`config.mk`:
```
export PLATFORM = sky130hd
export DESIGN_NAME = btn_conditioner
export DESIGN_NICKNAME = d
export VERILOG_FILES = /design/src/rtl/btn_conditioner.sv
export SDC_FILE = /design/constraint.sdc
export NUM_CORES = 1
export LEC_CHECK = 0
export BUFFER_PORTS_ARGS = -buffer_cell sky130_fd_sc_hd__buf_2
export CAP_MARGIN = 20
export CORE_MARGIN = 5
export CORE_UTILIZATION = 57
export CTS_CLUSTER_SIZE = 10
export DETAILED_ROUTE_END_ITERATION = 10
export PLACE_DENSITY = 0.83
export SETUP_SLACK_MARGIN = 0.02
export SLEW_MARGIN = 20
export SYNTH_ARGS = -nofsm -noshare
export SYNTH_HDL_FRONTEND = slang
export SYNTH_SLANG_ARGS = --single-unit
export TNS_END_PERCENT = 50
```
`constraint.sdc`:
```
create_clock -name clk -period 2.1 [get_ports clk]
set_input_delay 0.105 -clock clk [delete_from_list [all_inputs] [get_ports clk]]
set_output_delay 0.105 -clock clk [all_outputs]
set_load 0.05 [all_outputs]
```
`src/rtl/btn_conditioner.sv`:
```
// Push-button conditioner: optional polarity inversion, 2-flop synchroniser,
// prescaled debounce and registered press/release pulses. Macro: BTN_ACTIVE_LOW_EN.
module btn_conditioner #(
    parameter int unsigned WIDTH    = 4,
    parameter int unsigned PRESCALE = 16,
    parameter int unsigned STABLE   = 4
) (
    input  logic                 clk,
    input  logic                 reset,
    input  logic [WIDTH-1:0]     btn_raw,
    output logic [WIDTH-1:0]     btn,
    output logic [WIDTH-1:0]     btn_rise,
    output logic [WIDTH-1:0]     btn_fall,
    output logic [WIDTH-1:0]     dbg_pending_o,
    output logic [WIDTH*((STABLE > 1) ? $clog2(STABLE) : 1)-1:0] dbg_dcnt_o
);

    localparam int unsigned PCW = (PRESCALE > 1) ? $clog2(PRESCALE) : 1;
    localparam int unsigned DW  = (STABLE > 1) ? $clog2(STABLE) : 1;
    localparam logic [PCW-1:0] PCNT_LAST = PCW'(PRESCALE - 1);
    localparam logic [DW-1:0]  DCNT_LAST = DW'(STABLE - 1);

    typedef enum logic {
        ST_IDLE    = 1'b0,
        ST_PENDING = 1'b1
    } db_state_e;

    logic [WIDTH-1:0] raw_in;
    logic [WIDTH-1:0] sync1_q;
    logic [WIDTH-1:0] sync2_q;
    logic [PCW-1:0]   pcnt_q;
    logic [PCW-1:0]   pcnt_d;
    logic             tick;

    db_state_e        state_q [WIDTH];
    logic [DW-1:0]    dcnt_q  [WIDTH];
    logic [WIDTH-1:0] btn_q;
    logic [WIDTH-1:0] rise_q;
    logic [WIDTH-1:0] fall_q;

`ifdef BTN_ACTIVE_LOW_EN
    assign raw_in = ~btn_raw;
`else
    assign raw_in = btn_raw;
`endif

    always_ff @(posedge clk or posedge reset) begin
        if (reset) begin
            sync1_q <= '0;
            sync2_q <= '0;
        end else begin
            sync1_q <= raw_in;
            sync2_q <= sync1_q;
        end
    end

    // With PRESCALE=1 the counter is stuck at 0 == PCNT_LAST, so tick stays high.
    assign tick = (pcnt_q == PCNT_LAST);

    always_comb begin
        pcnt_d = pcnt_q + PCW'(1);
        if (tick) begin
            pcnt_d = '0;
        end
    end

    always_ff @(posedge clk or posedge reset) begin
        if (reset) begin
            pcnt_q <= '0;
        end else begin
            pcnt_q <= pcnt_d;
        end
    end

    // Per-bit debounce FSM; btn and its edge pulses are registered on the same edge.
    always_ff @(posedge clk or posedge reset) begin
        if (reset) begin
            for (int i = 0; i < int'(WIDTH); i++) begin
                state_q[i] <= ST_IDLE;
                dcnt_q[i]  <= '0;
            end
            btn_q  <= '0;
            rise_q <= '0;
            fall_q <= '0;
        end else begin
            rise_q <= '0;
            fall_q <= '0;
            if (tick) begin
                for (int i = 0; i < int'(WIDTH); i++) begin
                    case (state_q[i])
                        ST_IDLE: begin
                            if (sync2_q[i] != btn_q[i]) begin
                                if (STABLE == 1) begin
                                    btn_q[i]  <= ~btn_q[i];
                                    rise_q[i] <= ~btn_q[i];
                                    fall_q[i] <= btn_q[i];
                                end else begin
                                    state_q[i] <= ST_PENDING;
                                    dcnt_q[i]  <= DW'(1);
                                end
                            end
                        end
                        ST_PENDING: begin
                            if (sync2_q[i] == btn_q[i]) begin
                                state_q[i] <= ST_IDLE;
                                dcnt_q[i]  <= '0;
                            end else if (dcnt_q[i] == DCNT_LAST) begin
                                btn_q[i]   <= ~btn_q[i];
                                rise_q[i]  <= ~btn_q[i];
                                fall_q[i]  <= btn_q[i];
                                state_q[i] <= ST_IDLE;
                                dcnt_q[i]  <= '0;
                            end else begin
                                dcnt_q[i] <= dcnt_q[i] + DW'(1);
                            end
                        end
                        default: begin
                            state_q[i] <= ST_IDLE;
                            dcnt_q[i]  <= '0;
                        end
                    endcase
                end
            end
        end
    end

    assign btn      = btn_q;
    assign btn_rise = rise_q;
    assign btn_fall = fall_q;

    always_comb begin
        dbg_pending_o = '0;
        dbg_dcnt_o    = '0;
        for (int i = 0; i < int'(WIDTH); i++) begin
            dbg_pending_o[i]       = (state_q[i] == ST_PENDING);
            dbg_dcnt_o[i*DW +: DW] = dcnt_q[i];
        end
    end

endmodule

```
==> results_dict.tcl <==
set metrics [dict create \
    holdBufCountCts 5 \
    setup_violations 0 \
    die_w_um 60.4 \
    wl_per_cell_um 15.1 \
    status "finished clean" \
    grt_overflow_total 0 \
    routed_wl_mm 2.64 \
    dp_hpwl_mm 1.94 \
    die_area_um2 3650 \
    place_area_um2 1620 \
    start_util_pct 59.0 \
    ys_seq_area_share_pct 62.2 \
    gp_congestion 0.890 \
    numCtsBuffers 5 \
    fp.dieH_um 60.4 \
    power_w 0.00125 \
    crit_chain "ha_1 > and3_1 > nand3_2 > mux2_4" \
    synthDistinctLibCells 23 \
    cts-resized-gates 0 \
    clk_latency_ps 330 \
    cp_max_fo 6 \
    area_growth_pct 18.7 \
    max_stage_delay_ps 400 \
    power_leakage_nw 0.850 \
    fmax_mhz 613 \
    cap_viol_max_count 0 \
    cts_max_level 2 \
    coreArea_um2 2450 \
    finalMaxSlewViolations 0 \
    nets 156 \
    pwr_density_cell_nw_per_um2 727 \
    cts_setup_buffers 0 \
    ioPinCount 30 \
    critPathKind "reg -> reg" \
    cts_buffer_depth 2 \
    dp_cells 163 \
    setup_tns_ps 0 \
    rsz0062_at_grt "false" \
    setup.worst_path.end_class "flip-flop" \
    vias 979 \
    drt_drc_violations_left 0 \
    drt_iter0_drc 24 \
    syn_area_um2 1450 \
    maxSlewHeadroom_pct 71.4 \
    tightest_slew_ps 428 \
    grt_usage_pct 17.6 \
    irDropWorstVdd_mv 0.776 \
    netlist_instances 105 \
    cts_tree "yes" \
    grt_use_met1_pct 20.4 \
    slowest_stage "dfrtp_1" \
    ys.warnings.count 0 \
    antenna_cells 0 \
    use_met3_pct 5.53 \
    skew_ps 3.61 \
    cts.clk_slew.worst_paths_ps 90 \
    globalRouteMet2Util_pct 30.2 \
    worst_hold_path_type "reg -> reg" \
    drive_above_1_share_pct 31.0 \
    ant_nets 0 \
    finalCriticalPeriod_ps 1630 \
    grt_pass1_wl_mm 4.64 \
    startpoint_type "flip-flop" \
    grt.busiest_layer "met2" \
    rows 18 \
    post_drt_via_cell_ratio 5.59 \
    worstPathRequired_ps 2320 \
    stdcell_area_um2 1720 \
    stdcell_count 175 \
    cp.arrival_ps 1850 \
    period_share_pct 77.7 \
    synth-seq-cells 36 \
    io_buffers 29 \
    fin_util_pct 70.0 \
    hold_viol_final 0 \
    drt_pass1_iterations 4 \
    first_global_vias 1029 \
    synth_nets 116 \
    grt_max_degree 37 \
    antenna_found_initial 0 \
    cts_sinks 36 \
    syn_area_per_cell_um2 13.8 \
    cts_root_buf "clkbuf_4" \
]
## sequential cells by signal, summed over array words and instances (netlist names)
| signal | flops |
|---|---|
| dbg_dcnt_o | 8 |
| btn | 4 |
| btn_fall | 4 |
| btn_rise | 4 |
| dbg_pending_o | 4 |
| pcnt_q | 4 |
| sync1_q | 4 |
| sync2_q | 4 |
## layout make-up
cell class | count | area, µm²
Sequential cell | 36 | 901
Fill cell | 187 | 736
Multi-Input combinational cell | 61 | 509
Timing Repair Buffer | 35 | 203
Clock buffer | 6 | 41.3
Tap cell | 30 | 37.5
Inverter | 6 | 22.5
Clock inverter | 1 | 5.00
## power by group
part           total [W]  switching (W)  internal, W
Combinational   0.000171       0.000116    0.0000548
Sequential      0.000751      0.0000309     0.000720
Clock           0.000328       0.000204     0.000123
## synth_stat cells
| library cell | instances | area [µm²] |
|---|---|---|
| nand2_1 | 4 | 15.0 |
| xor2_1 | 1 | 8.76 |
| buf_2 | 1 | 5.00 |
| dfrtp_1 | 36 | 901 |
| a32o_1 | 4 | 40.0 |
| mux2_4 | 4 | 60.1 |
| ha_1 | 5 | 62.6 |
| nand3_1 | 1 | 5.00 |
| buf_6 | 1 | 11.3 |
| a21oi_1 | 1 | 5.00 |
| o22a_1 | 1 | 8.76 |
| a22o_1 | 4 | 35.0 |
| mux2i_1 | 1 | 10.0 |
| nand3_4 | 1 | 17.5 |
| o21ai_0 | 2 | 10.0 |
| nor3b_1 | 8 | 60.1 |
| xnor2_1 | 4 | 35.0 |
| o32a_1 | 3 | 30.0 |
| inv_1 | 6 | 22.5 |
| and3_1 | 1 | 6.26 |
| nor2_1 | 8 | 30.0 |
| nand3_2 | 4 | 40.0 |
| a21o_1 | 4 | 30.0 |
## metal layers
layer  wire length [µm]  part of all wire (%)
met4                 30                   1.1
met1               1050                    40
met3                163                   6.2
met5                  0                     0
met2               1400                    53
## cells in the final DEF (no fill, tap or decap), drive strengths merged, types with 3 or more instances in the layout
master       instances
xnor2                4
a32o                 4
o32a                 3
buf                 30
mux2                 4
nor2                 8
clkbuf               6
nor3b                8
a21o                 4
nand3                6
dlygate4sd3          5
dfrtp               36
ha                   5
nand2                4
a22o                 4
inv                  6
## through the flow
step / hold slack, ps / setup WS, ps
finish: 357 / 468
global placement: 213 / 550
detailed placement: 215 / 475
global route: 375 / 324
floorplan: 136 / 605
CTS: 360 / 456
## critical path: cells and delay by family (launching register included)
family,cells,cell delay [ps]
adders and majority gates,1,250
DFF,1,400
muxes,1,310
and+or+nand+nor,2,560
## kinds of logic after synthesis
group | share of synthesized area (%)
flip-flops | 62.2
AO/OA/AOI/OAI | 11.0
buffers and inverters | 2.68
AND/OR/NAND/NOR | 12.0
multiplexers | 4.84
adder cells (fa/ha/maj) | 4.32
XOR/XNOR | 3.02
## path summary, 6_finish.rpt
| path | slack (ps) | cells after the start | from | to |
|---|---|---|---|---|
| setup / recovery | 470 | 4 | pcnt_q[0] | btn[1] |
| hold reg to reg | 360 | 0 | sync1_q[2] | sync2_q[2] |
| max in group asynchronous | 1400 | 4 | reset | sync2_q[2] |
| hold / removal | 360 | 0 | sync1_q[2] | sync2_q[2] |
| setup reg to reg | 470 | 4 | pcnt_q[0] | btn[1] |
| min in group asynchronous | 400 | 4 | reset | sync1_q[1] |
No activity file was read; power rests on OpenSTA's default activity.
